$ cat config.mk
export PLATFORM = sky130hd
export DESIGN_NAME = rpm_monitor_multi
export DESIGN_NICKNAME = d
export VERILOG_FILES = /design/src/rtl/rpm_pkg.sv /design/src/rtl/rpm_edge_sync.sv /design/src/rtl/rpm_monitor_multi.sv
export SDC_FILE = /design/constraint.sdc
export NUM_CORES = 1
export LEC_CHECK = 0
export BUFFER_PORTS_ARGS = -buffer_cell sky130_fd_sc_hd__clkbuf_2
export CAP_MARGIN = 20
export CORE_MARGIN = 2
export CORE_UTILIZATION = 30
export DETAILED_ROUTE_END_ITERATION = 8
export SLEW_MARGIN = 20
export SYNTH_ARGS = -nofsm -noshare
export SYNTH_HDL_FRONTEND = slang
export SYNTH_SLANG_ARGS = --single-unit
$ cat constraint.sdc
create_clock -name clk -period 4.3 [get_ports clk]
set_input_delay 0.86 -clock clk [delete_from_list [all_inputs] [get_ports clk]]
set_output_delay 0.86 -clock clk [all_outputs]
set_load 0.005 [all_outputs]
$ cat src/rtl/rpm_pkg.sv
// Shared definitions for the multi-channel tachometer: FSM encoding, default
// counter width and synchroniser depth.
package rpm_pkg;

   localparam int CNT_W_DEFAULT = 8;
   localparam int SYNC_STAGES   = 2;

   typedef enum logic [1:0] {
      ST_IDLE  = 2'd0,
      ST_GATE  = 2'd1,
      ST_LATCH = 2'd2
   } rpm_state_e;

endpackage

$ cat src/rtl/rpm_edge_sync.sv
// Brings one asynchronous sensor pin into the clk domain and emits a one-clock
// pulse per rising edge, three clocks after the pin rises.
module rpm_edge_sync
   import rpm_pkg::*;
(
   input  logic clk,
   input  logic rst,
   input  logic pin_i,
   output logic rise_o
);

   logic [SYNC_STAGES-1:0] sync_q;
   logic                   prev_q;
   logic                   rise_q;
   logic                   sync_out;

   assign sync_out = sync_q[SYNC_STAGES-1];

   // Registered detector output keeps the counter enable glitch-free.
   always_ff @(posedge clk or posedge rst) begin
      if (rst) begin
         sync_q <= '0;
         prev_q <= 1'b0;
         rise_q <= 1'b0;
      end else begin
         sync_q <= {sync_q[SYNC_STAGES-2:0], pin_i};
         prev_q <= sync_out;
         rise_q <= sync_out & ~prev_q;
      end
   end

   assign rise_o = rise_q;

endmodule

$ cat src/rtl/rpm_monitor_multi.sv
// Multi-channel tachometer: counts edges per channel over a common gate window
// and latches counts, saturation flags and overspeed alarms together.
// Optional macro RPM_HYST_EN adds set/clear hysteresis to the alarm.
//
// state    | meaning
// ---------+-------------------------------------------------------------
// ST_IDLE  | not counting; outputs hold; waits for en
// ST_GATE  | window open; timer and channel counters advance
// ST_LATCH | one cycle; publish counts/ovf/alarm, reload for next window
module rpm_monitor_multi
   import rpm_pkg::*;
#(
   parameter int NCH         = 4,
   parameter int CNT_W       = CNT_W_DEFAULT,
   parameter int GATE_CYCLES = 100_000_000
) (
   input  logic                 clk,
   input  logic                 rst,
   input  logic                 en,
   input  logic [NCH-1:0]       pulse_in,
   input  logic [CNT_W-1:0]     thr_hi,
   input  logic [CNT_W-1:0]     thr_lo,
   output logic [NCH*CNT_W-1:0] count_out,
   output logic                 count_vld,
   output logic [NCH-1:0]       alarm,
   output logic [NCH-1:0]       ovf,
   output logic                 gate_act
);

   localparam int TMR_W = (GATE_CYCLES > 1) ? $clog2(GATE_CYCLES) : 1;
   localparam logic [TMR_W-1:0] TMR_LAST = TMR_W'(GATE_CYCLES - 1);
   localparam logic [CNT_W-1:0] CNT_MAX  = '1;

   rpm_state_e                  state_q, state_d;
   logic [TMR_W-1:0]            tmr_q, tmr_d;
   logic [NCH-1:0][CNT_W-1:0]   cnt_q, cnt_d;
   logic [NCH-1:0]              sat_q, sat_d;
   logic [NCH-1:0][CNT_W-1:0]   cnt_out_q, cnt_out_d;
   logic [NCH-1:0]              ovf_q, ovf_d;
   logic [NCH-1:0]              alarm_q, alarm_d;
   logic                        vld_q, vld_d;
   logic [NCH-1:0]              rise;

   for (genvar g = 0; g < NCH; g++) begin : g_ch
      rpm_edge_sync u_sync (
         .clk    (clk),
         .rst    (rst),
         .pin_i  (pulse_in[g]),
         .rise_o (rise[g])
      );
   end

`ifndef RPM_HYST_EN
   logic unused_thr_lo;
   assign unused_thr_lo = ^thr_lo;
`endif

   always_comb begin
      state_d   = state_q;
      tmr_d     = tmr_q;
      cnt_d     = cnt_q;
      sat_d     = sat_q;
      cnt_out_d = cnt_out_q;
      ovf_d     = ovf_q;
      alarm_d   = alarm_q;
      vld_d     = 1'b0;

      case (state_q)
         ST_IDLE: begin
            if (en) begin
               state_d = ST_GATE;
               tmr_d   = '0;
               cnt_d   = '0;
               sat_d   = '0;
            end
         end

         ST_GATE: begin
            if (!en) begin
               state_d = ST_IDLE;
            end else begin
               tmr_d = tmr_q + TMR_W'(1);
               for (int i = 0; i < NCH; i++) begin
                  if (rise[i]) begin
                     if (cnt_q[i] == CNT_MAX) begin
                        sat_d[i] = 1'b1;
                     end else begin
                        cnt_d[i] = cnt_q[i] + CNT_W'(1);
                     end
                  end
               end
               if (tmr_q == TMR_LAST) begin
                  state_d = ST_LATCH;
               end
            end
         end

         ST_LATCH: begin
            vld_d     = 1'b1;
            cnt_out_d = cnt_q;
            ovf_d     = sat_q;
            tmr_d     = '0;
            sat_d     = '0;
            for (int i = 0; i < NCH; i++) begin
               // An edge arriving now opens the next window's count.
               cnt_d[i] = rise[i] ? CNT_W'(1) : '0;
`ifdef RPM_HYST_EN
               if (cnt_q[i] > thr_hi) begin
                  alarm_d[i] = 1'b1;
               end else if (cnt_q[i] < thr_lo) begin
                  alarm_d[i] = 1'b0;
               end
`else
               alarm_d[i] = (cnt_q[i] > thr_hi);
`endif
            end
            state_d = en ? ST_GATE : ST_IDLE;
         end

         default: begin
            state_d = ST_IDLE;
         end
      endcase
   end

   always_ff @(posedge clk or posedge rst) begin
      if (rst) begin
         state_q   <= ST_IDLE;
         tmr_q     <= '0;
         cnt_q     <= '0;
         sat_q     <= '0;
         cnt_out_q <= '0;
         ovf_q     <= '0;
         alarm_q   <= '0;
         vld_q     <= 1'b0;
      end else begin
         state_q   <= state_d;
         tmr_q     <= tmr_d;
         cnt_q     <= cnt_d;
         sat_q     <= sat_d;
         cnt_out_q <= cnt_out_d;
         ovf_q     <= ovf_d;
         alarm_q   <= alarm_d;
         vld_q     <= vld_d;
      end
   end

   assign count_out = cnt_out_q;
   assign count_vld = vld_q;
   assign alarm     = alarm_q;
   assign ovf       = ovf_q;
   assign gate_act  = (state_q == ST_GATE);

endmodule

==> flow_metrics.env <==
export IMPL_grt_max_degree=73
export IMPL_setup_tns_ns=0
export IMPL_place_congestion=0.785
export IMPL_synth_compound_area_share_pct=11.2
export IMPL_fin_crit_ns=2.81
export IMPL_crit_type="reg2reg"
export IMPL_ctsResizeCount=0
export IMPL_ys_ff_latch=122
export IMPL_dp_hpwl_um=9370
export IMPL_num_rows=52
export IMPL_synth_fa_ha_area_share_pct=8.48
export IMPL_max_freq_mhz=355
export IMPL_worstPathCellList="inv_1 -> ha_1 -> o21ba_2 -> nor2_4 -> o221ai_1 -> or4_1 -> nand3_1"
export IMPL_hp_class="reg2reg"
export IMPL_drc=0
export IMPL_tightest_slew_ns=0.907
export IMPL_antenna_found_initial=0
export IMPL_worstSetupEndpointType="flop"
export IMPL_yosysSeqAreaShare_pct=49.3
export IMPL_die_area_sq_mm=0.0218
export IMPL_rsz0062_at_grt="no"
export IMPL_synthMuxAreaShare_pct=7.19
export IMPL_holdBufCountCts=0
export IMPL_clock_latency_ns=0.42
export IMPL_final_layout_size_suffix_gt1_share_pct=21.8
export IMPL_cts_tree="yes"
export IMPL_leakage_uw=0.00341
export IMPL_cp_slowest_cell="or4_1"
export IMPL_slew_viol_final=0
export IMPL_slew_headroom_pct=38.9
export IMPL_hold_viol=0
export IMPL_vdd_drop_max_mv=0.302
export IMPL_overflow=0
export IMPL_vias=4618
export IMPL_grt_usage_pct=13.6
export IMPL_antenna_cells=0
export IMPL_start_kind="flop"
export IMPL_syn_nets=655
export IMPL_arrival_ns=3.17
export IMPL_drt_first_pass_iters=4
export IMPL_drv_cap=0
export IMPL_synth_edff_count=0
export IMPL_clock_skew_ns=0.00693
export IMPL_cts_buffers=17
export IMPL_core_area_sq_mm=0.0202
export IMPL_ant_nets=0
export IMPL_fp_dieW_um=148
export IMPL_synth_top_family_by_area="simple AND/OR/NAND/NOR gates"
export IMPL_syn_inst=590
export IMPL_fill_cells=2003
export IMPL_yosys_warnings=0
export IMPL_async_flop_share_pct=100
export IMPL_finalPower_uw=3120
export IMPL_yosysUniqueCellTypes=54
export IMPL_synthFlopType="dfrtp_1"
export IMPL_via_per_inst=4.95
export IMPL_period_share_pct=65.5
export IMPL_h_tree_depth=4
export IMPL_synth_xor_area_share_pct=3.11
export IMPL_wirelength_um=14100
export IMPL_grt_pass1_vias=4404
export IMPL_syn_avg_cell_area_sq_um=10.5
export IMPL_cts_buffer_depth=2
export IMPL_drt_initial_drc_count=359
export IMPL_critPathMaxStageDelay_ns=0.61
export IMPL_cp_max_fo=15
export IMPL_port_buffer_count=56
export IMPL_synth_area_sq_mm=0.00619
export IMPL_clock_sinks=122
export IMPL_syn_to_final_growth_pct=18.0
export IMPL_start_util_pct=30.6
export IMPL_cp_data_required_time_ns=4.65
export IMPL_routedWlPerCell_um=15.2
export IMPL_cts_setup_buffers=0
export IMPL_status="complete, no violations"
export IMPL_ctsRootBufferMaster="clkbuf_16"
export IMPL_cts_clk_slew_worst_paths_ns=0.05
export IMPL_grt_pass1_wl_um=23400
export IMPL_die_y_um=148
export IMPL_setup_violations_final=0
export IMPL_yosys_area_share_simple_pct=17.8
export IMPL_nets=714
export IMPL_cellPowerDensity_mw_per_mm2=426
export IMPL_io_pins=65
==> layout by cell type (no fill, tap or decap), types with 5 or more instances in the layout <==
cell | Yosys | final
and3_1 | 13 | 13
clkinvlp_4 | 0 | 5
ha_1 | 42 | 41
nand2b_1 | 6 | 6
dfrtp_1 | 122 | 122
a31oi_1 | 8 | 8
o21ai_0 | 37 | 35
mux2_2 | 36 | 36
xor2_1 | 14 | 14
inv_1 | 25 | 24
o211ai_1 | 5 | 5
nor3_1 | 6 | 6
xnor2_1 | 8 | 8
nor4_1 | 8 | 8
a21oi_1 | 28 | 28
clkinv_2 | 0 | 8
clkbuf_16 | 0 | 17
o31ai_1 | 6 | 6
and2_1 | 5 | 5
or4_1 | 5 | 5
o221ai_1 | 5 | 5
nand3_1 | 42 | 42
nor2b_1 | 8 | 8
clkbuf_2 | 0 | 56
nand2_1 | 38 | 38
nand4_1 | 17 | 17
nor2_1 | 42 | 42
==> cell families (layout without fill, tap and decap cells) <==
kind of cell / count (synthesis) / count (layout)
DFF: 122 / 122
and+or+nand+nor: 208 / 208
buffers and inverters: 45 / 117
xor gates and xnor gates: 22 / 22
adders and majority gates: 42 / 42
AOI/OAI and AO/OA: 111 / 111
muxes: 40 / 40
==> cells in the mapped netlist, drive strengths merged, types with 2 or more instances <==
| cell | instances | share of area, % |
|---|---|---|
| dfrtp | 122 | 49 |
| and4 | 3 | 0.42 |
| inv | 25 | 1.5 |
| xor2 | 14 | 2.0 |
| and2 | 5 | 0.51 |
| nor3 | 7 | 0.75 |
| o31ai | 6 | 0.73 |
| a31oi | 8 | 0.81 |
| a22o | 4 | 0.57 |
| nor4 | 9 | 1.0 |
| clkbuf | 12 | 0.73 |
| buf | 8 | 0.67 |
| xnor2 | 8 | 1.1 |
| nand4 | 17 | 1.7 |
| mux2i | 4 | 0.65 |
| o21a | 2 | 0.24 |
| nand3 | 42 | 3.4 |
| a41oi | 4 | 0.57 |
| or2 | 2 | 0.20 |
| o21ai | 37 | 3.0 |
| o211ai | 5 | 0.61 |
| o221ai | 5 | 0.71 |
| a311oi | 3 | 0.42 |
| mux2 | 36 | 6.5 |
| a21oi | 29 | 2.4 |
| nand2 | 38 | 2.3 |
| and3 | 13 | 1.3 |
| ha | 42 | 8.5 |
| or4 | 6 | 0.79 |
| nor2 | 46 | 3.0 |
| nand2b | 6 | 0.61 |
| nor2b | 8 | 0.81 |
==> state kept, by name, indices dropped and copies added (netlist names) <==
name / count
count_out: 32
ovf: 4
count_vld: 1
state_q: 2
g_ch.u_sync.sync_q: 8
alarm: 4
cnt_q: 32
g_ch.u_sync.prev_q: 4
tmr_q: 27
g_ch.u_sync.rise_o: 4
sat_q: 4
==> path summary, 6_finish.rpt <==
check / start / slack [ns] / to / cells past startpoint
min in group asynchronous: rst / 0.62 / tmr_q[16]$_DFFE_PP0P_ / 2
worst max register to register: state_q[1]$_DFFE_PP0P_ / 1.49 / cnt_q[27]$_DFFE_PP0P_ / 7
worst min-delay path: g_ch[3].u_sync.sync_q[0]$_DFF_PP0_ / 0.35 / g_ch[3].u_sync.sync_q[1]$_DFF_PP0_ / 0
worst max-delay path: state_q[1]$_DFFE_PP0P_ / 1.49 / cnt_q[27]$_DFFE_PP0P_ / 7
max in group asynchronous: rst / 2.87 / cnt_q[1]$_DFFE_PP0P_ / 3
worst min register to register: g_ch[3].u_sync.sync_q[0]$_DFF_PP0_ / 0.35 / g_ch[3].u_sync.sync_q[1]$_DFF_PP0_ / 0
==> critical path: cells and delay by family (launching register included) <==
family	cells	cell delay (ns)
AND/OR/NAND/NOR	3	0.96
AO/OA/AOI/OAI	2	0.82
adder cells (fa/ha/maj)	1	0.43
flip-flops	1	0.42
buffers and inverters	1	0.10
==> metal layers <==
metal / vias up / global-route usage (%) / part of all wire [%]
li1: 2285 / - / -
met1: 2226 / 19.0 / 50
met2: 90 / 20.3 / 44
met3: 17 / 3.46 / 3.8
met4: 0 / 5.24 / 1.8
met5: - / 0 / 0
==> stage by stage <==
step | hold slack [ns] | cells | utilization (%) | setup slack, ns | cell area [sq um]
floorplan | 0.331 | 590 | - | 0.197 | 6190
global placement | 0.332 | 900 | 33.5 | 1.50 | 6770
detailed placement | 0.335 | 900 | 33.5 | 1.48 | 6770
CTS | 0.346 | 932 | 36.1 | 1.44 | 7310
global route | 0.349 | 932 | 36.1 | 1.30 | 7310
finish | 0.346 | 932 | 36.1 | 1.49 | 7310
==> power by group <==
group          internal (uW)  switching (uW)  leakage, uW
clock                    782             525     0.000257
combinational            160             372      0.00151
sequential              1200            75.8      0.00164
==> layout make-up <==
type                       count  area (sq um)  share of cell area (%)
inverter                      25          96.3                    1.32
sequential                   122          3050                    41.8
timing repair buffer          60           323                    4.42
multi-input combinational    423          2960                    40.5
clock inverter                14           108                    1.47
clock buffer                  18           429                    5.87
tap                          270           338                    4.62
Power figures use the tool's default switching activity.
